## src/rtl/cpu_ctrl_pkg.sv

```systemverilog
// Shared definitions for the cpu control unit: opcodes, mux select codes,
// FSM state encoding and the decoded-instruction flag bundle.
package cpu_ctrl_pkg;

  localparam logic [3:0] OC_MOV  = 4'h0;
  localparam logic [3:0] OC_ADD  = 4'h1;
  localparam logic [3:0] OC_SUB  = 4'h2;
  localparam logic [3:0] OC_MUL  = 4'h3;
  localparam logic [3:0] OC_DIV  = 4'h4;
  localparam logic [3:0] OC_IN   = 4'h7;
  localparam logic [3:0] OC_OUT  = 4'h8;
  localparam logic [3:0] OC_STOP = 4'hF;

  localparam logic [2:0] ASEL_PC = 3'd0;
  localparam logic [2:0] ASEL_A1 = 3'd1;
  localparam logic [2:0] ASEL_A2 = 3'd2;
  localparam logic [2:0] ASEL_A3 = 3'd3;
  localparam logic [2:0] ASEL_EA = 3'd4;

  localparam logic [1:0] ACC_MEM = 2'd0;
  localparam logic [1:0] ACC_ALU = 2'd1;
  localparam logic [1:0] ACC_IN  = 2'd2;

  localparam logic [1:0] ALU_ADD = 2'd0;
  localparam logic [1:0] ALU_SUB = 2'd1;
  localparam logic [1:0] ALU_MUL = 2'd2;
  localparam logic [1:0] ALU_DIV = 2'd3;

  localparam logic [4:0] S_FETCH      = 5'd0;
  localparam logic [4:0] S_FETCH_W    = 5'd1;
  localparam logic [4:0] S_DECODE     = 5'd2;
  localparam logic [4:0] S_FETCH_LO   = 5'd3;
  localparam logic [4:0] S_FETCH_LO_W = 5'd4;
  localparam logic [4:0] S_PTR1       = 5'd5;
  localparam logic [4:0] S_PTR1_W     = 5'd6;
  localparam logic [4:0] S_RD1        = 5'd7;
  localparam logic [4:0] S_RD1_W      = 5'd8;
  localparam logic [4:0] S_PTR2       = 5'd9;
  localparam logic [4:0] S_PTR2_W     = 5'd10;
  localparam logic [4:0] S_RD2        = 5'd11;
  localparam logic [4:0] S_RD2_W      = 5'd12;
  localparam logic [4:0] S_PTR3       = 5'd13;
  localparam logic [4:0] S_PTR3_W     = 5'd14;
  localparam logic [4:0] S_RD3        = 5'd15;
  localparam logic [4:0] S_RD3_W      = 5'd16;
  localparam logic [4:0] S_WR         = 5'd17;
  localparam logic [4:0] S_HALT       = 5'd18;

  typedef struct packed {
    logic is_const_mov;
    logic needs_src2;
    logic needs_src3;
    logic is_in;
    logic is_out;
    logic is_stop;
    logic is_illegal;
  } decode_t;

  // Arithmetic opcodes 1..4 map directly onto ALU codes 0..3.
  function automatic logic [1:0] alu_op_of(input logic [3:0] oc);
    logic [3:0] d;
    d = oc - 4'd1;
    return d[1:0];
  endfunction

endpackage

```

## src/rtl/cpu_ctrl_decode.sv

```systemverilog
// Combinational instruction classifier: turns the 16-bit instruction word
// into the routing flags the control FSM branches on.
module cpu_decode
  import cpu_ctrl_pkg::*;
(
  input  logic [15:0] instr,
  output decode_t     flags
);

  logic [3:0] oc;
  logic       arith;
  logic       unused_fields;

  assign oc            = instr[15:12];
  assign unused_fields = ^instr[11:4];
  assign arith         = (oc == OC_ADD) || (oc == OC_SUB) || (oc == OC_MUL) || (oc == OC_DIV);

  always_comb begin
    flags              = '0;
    // The constant form of MOV carries its operand in the following word.
    flags.is_const_mov = (oc == OC_MOV) && (instr[3:0] == 4'b1000);
    flags.needs_src2   = arith || ((oc == OC_MOV) && !flags.is_const_mov);
    flags.needs_src3   = arith;
    flags.is_in        = (oc == OC_IN);
    flags.is_out       = (oc == OC_OUT);
    flags.is_stop      = (oc == OC_STOP);
    flags.is_illegal   = !(arith || (oc == OC_MOV) || flags.is_in || flags.is_out || flags.is_stop);
  end

endmodule

```

## src/rtl/cpu_ctrl.sv

```systemverilog
// Control FSM for the cpu datapath: sequences fetch, decode, operand reads
// (direct or through EA) and the accumulator write-back.
module cpu_ctrl
  import cpu_ctrl_pkg::*;
#(
  parameter int DATA_WIDTH = 16
) (
  input  logic                  clk,
  input  logic                  rst,
  input  logic [DATA_WIDTH-1:0] ir,
  output logic                  pc_inc,
  output logic                  ir_high_ld,
  output logic                  ir_low_ld,
  output logic                  acc_ld,
  output logic [1:0]            acc_sel,
  output logic [1:0]            alu_op,
  output logic                  ea_ld,
  output logic [2:0]            addr_sel,
  output logic                  mem_we,
  output logic                  out_ld,
  output logic                  halted
);

  logic [4:0] state_reg;
  logic [4:0] state_next;
  logic [3:0] oc;
  logic       ind1;
  logic       ind2;
  logic       ind3;
  logic [4:0] dst_state;
  logic [4:0] src1_state;
  logic [4:0] src2_state;
  logic [4:0] src3_state;
  decode_t    dec;

  assign oc   = ir[15:12];
  assign ind1 = ir[11];
  assign ind2 = ir[7];
  assign ind3 = ir[3];

  generate
    if (DATA_WIDTH > 16) begin : g_wide_ir
      logic unused_high;
      assign unused_high = ^ir[DATA_WIDTH-1:16];
    end
  endgenerate

  cpu_decode u_decode (
    .instr (ir[15:0]),
    .flags (dec)
  );

  // Operand fetches go through PTRk/PTRk_W first when the field is indirect.
  assign dst_state  = ind1 ? S_PTR1 : S_WR;
  assign src1_state = ind1 ? S_PTR1 : S_RD1;
  assign src2_state = ind2 ? S_PTR2 : S_RD2;
  assign src3_state = ind3 ? S_PTR3 : S_RD3;

  always_ff @(posedge clk) begin
    if (rst) begin
      state_reg <= S_FETCH;
    end else begin
      state_reg <= state_next;
    end
  end

  always_comb begin
    state_next = S_FETCH;
    case (state_reg)
      S_FETCH:      state_next = S_FETCH_W;
      S_FETCH_W:    state_next = S_DECODE;
      S_DECODE: begin
        if (dec.is_stop)           state_next = S_HALT;
        else if (dec.is_in)        state_next = dst_state;
        else if (dec.is_out)       state_next = src1_state;
        else if (dec.is_const_mov) state_next = S_FETCH_LO;
        else if (dec.needs_src2)   state_next = src2_state;
        else if (dec.is_illegal)   state_next = S_FETCH;
      end
      S_FETCH_LO:   state_next = S_FETCH_LO_W;
      S_FETCH_LO_W: state_next = dst_state;
      S_PTR1:       state_next = S_PTR1_W;
      // PTR1 serves both the OUT source and the write-back destination.
      S_PTR1_W:     state_next = dec.is_out ? S_RD1 : S_WR;
      S_RD1:        state_next = S_RD1_W;
      S_RD1_W:      state_next = S_FETCH;
      S_PTR2:       state_next = S_PTR2_W;
      S_PTR2_W:     state_next = S_RD2;
      S_RD2:        state_next = S_RD2_W;
      S_RD2_W:      state_next = dec.needs_src3 ? src3_state : dst_state;
      S_PTR3:       state_next = S_PTR3_W;
      S_PTR3_W:     state_next = S_RD3;
      S_RD3:        state_next = S_RD3_W;
      S_RD3_W:      state_next = dst_state;
      S_WR:         state_next = S_FETCH;
      S_HALT:       state_next = S_HALT;
      default:      state_next = S_FETCH;
    endcase
  end

  // Strobes are suppressed while rst is high so an abandoned WR never writes.
  always_comb begin
    pc_inc     = 1'b0;
    ir_high_ld = 1'b0;
    ir_low_ld  = 1'b0;
    acc_ld     = 1'b0;
    acc_sel    = ACC_MEM;
    alu_op     = ALU_ADD;
    ea_ld      = 1'b0;
    addr_sel   = ASEL_PC;
    mem_we     = 1'b0;
    out_ld     = 1'b0;
    halted     = 1'b0;
    if (!rst) begin
      case (state_reg)
        S_FETCH_W: begin
          ir_high_ld = 1'b1;
          pc_inc     = 1'b1;
        end
        S_DECODE: begin
          if (dec.is_in) begin
            acc_ld  = 1'b1;
            acc_sel = ACC_IN;
          end
        end
        S_FETCH_LO_W: begin
          ir_low_ld = 1'b1;
          pc_inc    = 1'b1;
          acc_ld    = 1'b1;
          acc_sel   = ACC_MEM;
        end
        S_PTR1:   addr_sel = ASEL_A1;
        S_PTR2:   addr_sel = ASEL_A2;
        S_PTR3:   addr_sel = ASEL_A3;
        S_PTR1_W, S_PTR2_W, S_PTR3_W: ea_ld = 1'b1;
        S_RD1:    addr_sel = ind1 ? ASEL_EA : ASEL_A1;
        S_RD2:    addr_sel = ind2 ? ASEL_EA : ASEL_A2;
        S_RD3:    addr_sel = ind3 ? ASEL_EA : ASEL_A3;
        S_RD1_W:  out_ld = 1'b1;
        S_RD2_W: begin
          acc_ld  = 1'b1;
          acc_sel = ACC_MEM;
        end
        S_RD3_W: begin
          acc_ld  = 1'b1;
          acc_sel = ACC_ALU;
          alu_op  = alu_op_of(oc);
        end
        S_WR: begin
          mem_we   = 1'b1;
          addr_sel = ind1 ? ASEL_EA : ASEL_A1;
        end
        S_HALT:   halted = 1'b1;
        default: ;
      endcase
    end
  end

endmodule
```

## config.mk

```make
export PLATFORM = sky130hd
export DESIGN_NAME = cpu_ctrl
export DESIGN_NICKNAME = d
export VERILOG_FILES = /design/src/rtl/cpu_ctrl_pkg.sv /design/src/rtl/cpu_ctrl_decode.sv /design/src/rtl/cpu_ctrl.sv
export SDC_FILE = /design/constraint.sdc
export NUM_CORES = 1
export LEC_CHECK = 0
export CAP_MARGIN = 5
export CORE_MARGIN = 3
export CORE_UTILIZATION = 35
export CTS_BUF_LIST = sky130_fd_sc_hd__clkbuf_8
export DETAILED_ROUTE_END_ITERATION = 10
export HOLD_SLACK_MARGIN = 0.05
export PLACE_DENSITY = 0.73
export SLEW_MARGIN = 25
export SYNTH_ARGS = -nofsm -noshare
export SYNTH_HDL_FRONTEND = slang
export SYNTH_SLANG_ARGS = --single-unit
```

## constraint.sdc

```tcl
create_clock -name clk -period 2.5 [get_ports clk]
set_input_delay 0.5 -clock clk [delete_from_list [all_inputs] [get_ports clk]]
set_output_delay 0.5 -clock clk [all_outputs]
set_load 0.05 [all_outputs]
```

==> results of run 1 <==
==> worst max path at each step <==
stage,endpoint,slack [ps],cells after the start
2_1_floorplan,alu_op[0],-420,4
3_3_place_gp,acc_ld,-110,7
3_5_place_dp,acc_ld,-130,7
4_1_cts,acc_ld,80,5
5_1_grt,acc_ld,5,5
6_report,acc_ld,40,5
==> logic make-up after synthesis <==
| group | Yosys count | share of synthesized area |
|---|---|---|
| AND/OR/NAND/NOR | 62 | 0.420 |
| AO/OA/AOI/OAI | 30 | 0.247 |
| buffers and inverters | 15 | 0.0859 |
| flip-flops | 5 | 0.125 |
| adder cells (fa/ha/maj) | 4 | 0.0625 |
| XOR/XNOR | 3 | 0.0328 |
| multiplexers | 2 | 0.0266 |
==> power by group <==
part           switching [W]  internal, W  total (W)  leakage, nW
Clock              0.0000387     0.000105   0.000144       0.0269
Combinational       0.000193     0.000124   0.000317        0.486
Sequential        0.00000448    0.0000901  0.0000946       0.0411
Total               0.000237     0.000319   0.000556        0.554
==> cells in the mapped netlist, types with 4 or more instances <==
master     n  area (um2)
nand3_1    4        20.0
o21ai_0    5        25.0
inv_1      6        22.5
nor3_1     8        40.0
nor2_1    11        41.3
clkbuf_1   6        22.5
and3_1     5        31.3
ha_1       4        50.1
dfxtp_1    5         100
nand2_1    9        33.8
nor4_1     7        43.8
a21oi_1    7        35.0
==> cell type report <==
type,count,area [um2],area share
Timing Repair Buffer,46,546,0.382
Tap cell,27,33.8,0.0237
Clock inverter,1,3.75,0.00263
Clock buffer,3,41.3,0.0289
Inverter,6,22.5,0.0158
Sequential cell,5,101,0.0711
Multi-Input combinational cell,101,678,0.475
==> stage by stage <==
stage / total power, W / area, um2 / TNS (ps) / cells
after floorplan: 0.000288 / 816 / -955 / 121
after global routing: 0.000591 / 1430 / 0 / 189
after detailed placement: 0.000397 / 1350 / -134 / 185
after global placement: 0.000393 / 1350 / -111 / 185
after CTS: 0.000545 / 1400 / 0 / 189
final: 0.000556 / 1430 / 0 / 189
==> critical path: cells and delay by family (launching register included) <==
family	cells	cell delay, ps
and+or+nand+nor	3	1120
buffers and inverters	1	140
DFF	1	300
AOI/OAI and AO/OA	1	170
==> repair_timing <==
item	CTS	global route
hold buffers	0	0
resized for setup	4	5
endpoints found under the setup margin	1	1
pin swaps	2	3
==> per-layer routing <==
layer,vias to the layer above,wire (um),GRT usage
met5,-,0,0
met4,0,65,0.0894
met3,11,260,0.0249
met2,69,1410,0.373
met1,503,1110,0.245
li1,534,-,-
==> flow_metrics.py, run 1 <==
metrics = {
    "status": {
        "status": "finished clean",
    },
    "die": {
        "initial_core_util": 0.388,
        "fp.coreArea_mm2": 0.00206,
        "die_width_um": 53.8,
        "pin_count": 33,
        "die_area_mm2": 0.00290,
        "die_h_um": 53.8,
        "rows": 16,
    },
    "layout": {
        "drive_gt1_frac": 0.296,
        "utilization": 0.692,
        "fillers": 176,
        "diodes": 0,
        "final_common_cell": "buf_4",
        "final_nets": 185,
        "final_cell_mix": "21 x buf_4, 14 x buf_12, 11 x nor2_1",
        "syn2layout_area_growth_pct": 78.1,
        "largest_reg_flops": 5,
    },
    "route": {
        "num_vias": 1117,
        "drcViolationCount": 0,
        "wl_per_cell_um": 15.1,
        "drtAntennaViolNets": 0,
        "first_iter_violations": 55,
        "viasPerCell": 5.91,
        "drtPass1Iterations": 4,
        "finalWirelength_mm": 2.85,
    },
    "timing": {
        "final.period_utilization": 0.982,
        "worst_slack_ps": 44.4,
        "rsz0062_at_grt": "no",
        "hold_violations": 0,
        "worstMarginPinSlew_ps": 397,
        "final_max_slew_viol_count": 0,
        "period_minus_slack_ps": 2460,
        "fin_skew_ps": 2.05,
        "whs_ps": 710,
        "max_freq_mhz": 407,
        "relSlewSlack": 0.732,
        "setup_viol": 0,
    },
    "worst_setup_path": {
        "cp_data_arrival_time_ps": 1960,
        "crit_fanout": 2,
        "cp.required_ps": 2000,
        "r2r_end": "state_reg[2]",
        "r2r_start": "state_reg[2]",
        "startpoint_type": "flip-flop",
        "reg2reg_slack_ps": 780,
        "path_class": "flip-flop to output port",
        "slowest_stage": "or4b_4",
        "slowest_delay_ps": 540,
        "cp_cell_sequence": "or4b_4, or3_4, a31oi_4, nor2b_4, buf_12",
        "r2r_cells": 5,
        "cp-end-kind": "output port",
        "startpoint": "state_reg[2]",
    },
    "worst_hold_path": {
        "min_path_cells": 3,
        "worstHoldStart": "state_reg[0]",
        "hold_path.class": "flip-flop to flip-flop",
        "min_to": "state_reg[0]",
    },
    "global_routing": {
        "overflow": 0,
        "antenna_found_initial": 0,
        "grt_pass1_wl_mm": 4.51,
        "grt_usage": 0.208,
        "grt_max_degree": 19,
        "grt_pass1_vias": 1056,
    },
    "place": {
        "gp_congestion": 0.989,
        "hpwl_mm": 2.12,
        "portBuffers": 26,
        "post-place-ws_ps": -134,
    },
    "yosys": {
        "async_reset_ff_frac": 0,
        "synth_seq_area_share": 0.125,
        "syn_area_um2": 801,
        "ys_seq_elements": 5,
        "synth_edf_count": 0,
        "netlist_instances": 121,
        "synth_cell_types": 43,
        "synth_ff_type": "dfxtp_1",
        "yosysWarnings": 0,
        "synth_nets": 143,
        "syn_area_per_cell_um2": 6.62,
    },
    "cts": {
        "post_cts_buffers": 0,
        "insertion_delay_ps": 220,
        "clock-root-buffer": "clkbuf_8",
        "htreeDepth": 1,
        "cts.path.max_buffers": 2,
        "path_clk_slew_ps": 40,
        "cts_tree": "yes",
        "cts_sinks": 5,
        "cts_buffers": 3,
    },
    "power": {
        "vdd_drop_max_mv": 0.300,
        "cellPowerDensity_mw_per_mm2": 390,
        "leakagePower_nw": 0.554,
    },
    "job": {
        "drv_cap": 0,
    },
}
Power figures use the tool's default switching activity.
==> inputs of run 2 (changes only) <==
--- a/config.mk
+++ b/config.mk
@@ -6,7 +6,6 @@
 export NUM_CORES = 1
 export LEC_CHECK = 0
 export CAP_MARGIN = 5
-export CORE_MARGIN = 3
 export CORE_UTILIZATION = 35
 export CTS_BUF_LIST = sky130_fd_sc_hd__clkbuf_8
 export DETAILED_ROUTE_END_ITERATION = 10
==> run 2 against run 1 <==
Compared with the run above: hold slack gained 51 ps; die area is 14% lower; largest power group unchanged; combinational power grew 9.8%; design area increased by 6.5%; sequential power up 1%; critical endpoint unchanged; clock skew rose by 0.60 ps; clock power is essentially flat; global-route usage grew 5.8 points; maximum frequency is 1.4% lower; critical path depth did not move; flip-flop and latch count is the same.
==> flow_metrics.py, run 2 (synthesized netlist as in run 1, its figures left out) <==
metrics = {
    "status": {
        "status": "finished clean",
    },
    "place": {
        "post-place-ws_ps": -146,
        "hpwl_mm": 2.26,
        "gp_congestion": 0.926,
        "portBuffers": 26,
    },
    "route": {
        "finalWirelength_mm": 3.35,
        "viasPerCell": 6.10,
        "wl_per_cell_um": 16.9,
        "drtPass1Iterations": 4,
        "drcViolationCount": 0,
        "first_iter_violations": 45,
        "num_vias": 1208,
        "drtAntennaViolNets": 0,
    },
    "die": {
        "initial_core_util": 0.388,
        "die_area_mm2": 0.00248,
        "die_width_um": 49.8,
        "fp.coreArea_mm2": 0.00206,
        "pin_count": 33,
        "rows": 16,
        "die_h_um": 49.8,
    },
    "worst_setup_path": {
        "slowest_stage": "or4b_4",
        "reg2reg_slack_ps": 70,
        "cp.required_ps": 2000,
        "startpoint_type": "flip-flop",
        "r2r_end": "state_reg[2]",
        "r2r_cells": 13,
        "crit_fanout": 2,
        "cp-end-kind": "output port",
        "path_class": "flip-flop to output port",
        "slowest_delay_ps": 530,
        "cp_data_arrival_time_ps": 1990,
        "r2r_start": "state_reg[3]",
        "cp_cell_sequence": "or4b_4, or3_4, a31oi_4, nor2b_4, buf_12",
    },
    "timing": {
        "max_freq_mhz": 401,
        "worst_slack_ps": 8.66,
        "final_max_slew_viol_count": 0,
        "worstMarginPinSlew_ps": 404,
        "period_minus_slack_ps": 2490,
        "final.period_utilization": 0.997,
        "relSlewSlack": 0.730,
        "hold_violations": 0,
        "setup_viol": 0,
        "fin_skew_ps": 2.66,
        "whs_ps": 761,
        "rsz0062_at_grt": "yes",
    },
    "cts": {
        "cts.path.max_buffers": 2,
        "hold_buffers": 0,
        "cts_buffers": 3,
        "clock-root-buffer": "clkbuf_8",
        "htreeDepth": 1,
        "cts_sinks": 5,
        "path_clk_slew_ps": 30,
        "cts_tree": "yes",
        "insertion_delay_ps": 220,
    },
    "worst_hold_path": {
        "hold_path.class": "flip-flop to flip-flop",
        "worstHoldStart": "state_reg[1]",
        "min_path_cells": 3,
        "min_to": "state_reg[3]",
    },
    "layout": {
        "final_nets": 194,
        "drive_gt1_frac": 0.363,
        "largest_reg_flops": 5,
        "final_common_cell": "buf_4",
        "syn2layout_area_growth_pct": 89.7,
        "final_cell_mix": "29 x buf_4, 14 x buf_12, 11 x nor2_1",
        "diodes": 0,
    },
    "global_routing": {
        "grt_max_degree": 19,
        "grt_pass1_wl_mm": 5.02,
        "grt_pass1_vias": 1128,
        "grt_usage": 0.266,
        "antenna_found_initial": 0,
        "overflow": 0,
    },
    "job": {
        "drv_cap": 0,
    },
    "power": {
        "cellPowerDensity_mw_per_mm2": 387,
        "leakagePower_nw": 0.604,
        "vdd_drop_max_mv": 0.314,
    },
}
==> run 2: cell count changes in the layout (fill, tap and decap cells not counted), sizes merged <==
cell	delta
buf	+9
==> run 2: worst max path at each step <==
stage / startpoint / endpoint / slack, ps / cells after the start
after floorplan: state_reg[3] / alu_op[0] / -420 / 4
after global placement: ir[12] / acc_ld / -110 / 7
after detailed placement: ir[12] / acc_ld / -150 / 7
after CTS: state_reg[1] / addr_sel[2] / 80 / 7
after global routing: state_reg[3] / acc_ld / -9 / 5
final: state_reg[3] / acc_ld / 9 / 5
==> run 2: layout make-up <==
class	instances	area, um2
Clock buffer	3	41.3
Clock inverter	1	3.75
Fill cell	161	543
Inverter	6	22.5
Multi-Input combinational cell	101	699
Sequential cell	5	101
Tap cell	27	33.8
Timing Repair Buffer	55	617
==> run 2: repair_timing <==
item | in CTS | in global routing
buffers inserted | 9 | 1
endpoints found under the setup margin | 1 | 5
gates resized for setup | 4 | 11
pin swaps | 2 | 4
==> run 2: power by group <==
part	switching, W	leakage, nW	internal, W	total (W)
Clock	0.0000392	0.0269	0.000105	0.000144
Sequential	0.00000534	0.0411	0.0000901	0.0000955
Combinational	0.000209	0.536	0.000140	0.000348
==> run 2: routing by layer <==
layer,global-route usage,vias up,wire length (um)
li1,-,555,-
met1,0.292,561,1300
met2,0.482,80,1650
met3,0.0556,12,277
met4,0.124,0,123
met5,0,-,0
==> run 2: metrics by stage <==
stage / utilization / power, W / setup TNS, ps / cell area, um2 / instances
floorplan: - / 0.000288 / -955 / 816 / 121
global placement: 0.652 / 0.000405 / -109 / 1340 / 184
detailed placement: 0.652 / 0.000410 / -146 / 1340 / 184
CTS: 0.709 / 0.000566 / 0 / 1460 / 197
global route: 0.737 / 0.000619 / -8.56 / 1520 / 198
finish: 0.737 / 0.000588 / 0 / 1520 / 198
==> run 2: worst max-delay path, delay by kind of cell, from the launching register on <==
kind / cells / cell delay (ps)
buffers and inverters: 1 / 140
and+or+nand+nor: 3 / 1120
AOI/OAI and AO/OA: 1 / 190
DFF: 1 / 310
==> inputs of run 3 (changes only) <==
--- a/config.mk
+++ b/config.mk
@@ -9,8 +9,9 @@
 export CORE_UTILIZATION = 35
 export CTS_BUF_LIST = sky130_fd_sc_hd__clkbuf_8
 export DETAILED_ROUTE_END_ITERATION = 10
+export DONT_BUFFER_PORTS = 1
 export HOLD_SLACK_MARGIN = 0.05
-export PLACE_DENSITY = 0.73
+export PLACE_DENSITY = 0.55
 export SLEW_MARGIN = 25
 export SYNTH_ARGS = -nofsm -noshare
 export SYNTH_HDL_FRONTEND = slang
==> run 3 against run 2 <==
Compared with the run above: flip-flop and latch count unchanged; non-clock buffer count fell by 34; clock power is essentially flat; highest routed layer unchanged; cell count decreased by 17%; critical path depth did not move.
==> flow_metrics.py, run 3 (synthesized netlist as in run 1, its figures left out) <==
metrics = {
    "status": {
        "status": "finished clean",
    },
    "worst_hold_path": {
        "worstHoldStart": "ir[3]",
        "min_path_cells": 2,
        "hold_path.class": "primary input to flip-flop",
        "min_to": "state_reg[1]",
    },
    "timing": {
        "final.period_utilization": 0.961,
        "whs_ps": 464,
        "hold_violations": 0,
        "worst_slack_ps": 97.0,
        "period_minus_slack_ps": 2400,
        "setup_viol": 0,
        "fin_skew_ps": 1.83,
        "final_max_slew_viol_count": 0,
        "rsz0062_at_grt": "no",
        "relSlewSlack": 0.703,
        "max_freq_mhz": 416,
        "worstMarginPinSlew_ps": 441,
    },
    "layout": {
        "final_nets": 160,
        "largest_reg_flops": 5,
        "syn2layout_area_growth_pct": 34.1,
        "final_cell_mix": "18 x buf_4, 11 x nor2_1, 9 x nand2_1",
        "final_common_cell": "buf_4",
        "final_cells": 164,
        "diodes": 0,
        "utilization": 0.521,
        "drive_gt1_frac": 0.248,
    },
    "route": {
        "drtPass1Iterations": 4,
        "drtAntennaViolNets": 0,
        "num_vias": 993,
        "viasPerCell": 6.05,
        "finalWirelength_mm": 2.40,
        "wl_per_cell_um": 14.7,
        "first_iter_violations": 41,
        "drcViolationCount": 0,
    },
    "cts": {
        "cts.path.max_buffers": 2,
        "clock-root-buffer": "clkbuf_8",
        "insertion_delay_ps": 220,
        "cts_sinks": 5,
        "path_clk_slew_ps": 30,
        "htreeDepth": 1,
        "cts_tree": "yes",
        "cts_buffers": 3,
    },
    "worst_setup_path": {
        "path_class": "flip-flop to output port",
        "cp_cell_sequence": "or4b_1, or3_1, a31oi_2, nor2b_4, buf_12",
        "cp_data_arrival_time_ps": 1900,
        "slowest_delay_ps": 490,
        "r2r_end": "state_reg[2]",
        "r2r_cells": 5,
        "crit_fanout": 7,
        "startpoint_type": "flip-flop",
        "reg2reg_slack_ps": 840,
        "r2r_start": "state_reg[2]",
        "cp.required_ps": 2000,
        "slowest_stage": "or4b_1",
        "cp-end-kind": "output port",
    },
    "global_routing": {
        "grt_max_degree": 19,
        "grt_pass1_wl_mm": 4.06,
        "grt_pass1_vias": 955,
        "grt_usage": 0.207,
        "overflow": 0,
        "antenna_found_initial": 0,
    },
    "power": {
        "leakagePower_nw": 0.405,
        "cellPowerDensity_mw_per_mm2": 459,
        "power.total_w": 0.000493,
        "vdd_drop_max_mv": 0.262,
    },
    "job": {
        "drv_cap": 0,
    },
    "die": {
        "rows": 16,
        "fp.coreArea_mm2": 0.00206,
        "die_area_mm2": 0.00248,
        "die_width_um": 49.8,
        "die_h_um": 49.8,
        "initial_core_util": 0.388,
        "pin_count": 33,
    },
    "place": {
        "portBuffers": 0,
        "gp_congestion": 0.866,
        "post-place-ws_ps": 226,
        "dp.cells": 160,
        "hpwl_mm": 1.74,
    },
}
run 3: cell count changes in the layout (fill, tap and decap cells not counted), sizes merged:
cell	before	now
buf	44	21
clkdlybuf4s50	9	0
dlygate4sd2	2	0
run 3: how the worst max path moves through the flow:
stage | startpoint | end | slack, ps | depth (start not counted)
after floorplan | state_reg[3] | alu_op[0] | -420 | 4
after global placement | state_reg[2] | acc_ld | 260 | 5
after detailed placement | ir[12] | acc_ld | 230 | 6
after CTS | state_reg[2] | acc_ld | 7 | 5
after global routing | state_reg[2] | acc_ld | 30 | 5
final | state_reg[2] | acc_ld | 100 | 5
run 3: worst max-delay path: cells and delay by family, from the launching register on:
kind            cells  cell delay [ps]
simple gates        3             1020
buf+inv             1              140
compound gates      1              170
flops               1              350
run 3: area by class of cell:
cell class | count | area [um2]
flip-flops and latches | 5 | 101
well taps | 27 | 33.8
multi-input cells | 101 | 676
clock inverters | 1 | 3.75
fillers | 206 | 988
repair buffers | 21 | 195
inverters | 6 | 22.5
clock buffers | 3 | 41.3
run 3: what timing repair did:
item | in CTS | in global routing
buffers inserted | 0 | 0
hold endpoints to repair | 0 | 0
hold buffers | 0 | 0
endpoints found under the setup margin | 0 | 2
gates resized for setup | 0 | 4
run 3: per-layer routing:
metal / part of all wire / up-vias / track usage / wire [um]
li1: - / 489 / - / -
met1: 0.46 / 464 / 0.275 / 1100
met2: 0.48 / 35 / 0.333 / 1160
met3: 0.041 / 5 / 0.0154 / 99
met4: 0.017 / 0 / 0.105 / 42
met5: 0 / - / 0 / 0
run 3: metrics by stage:
stage	cell area (um2)	setup TNS (ps)
6_report	1070	0
5_1_grt	1070	0
4_1_cts	1060	0
3_5_place_dp	1010	0
3_3_place_gp	1010	0
2_1_floorplan	816	-955
run 3: where the power goes:
part	switching (W)	internal, W
sequential	0.0000130	0.0000902
clock	0.0000392	0.000105
combinational	0.000162	0.0000827
total	0.000215	0.000278
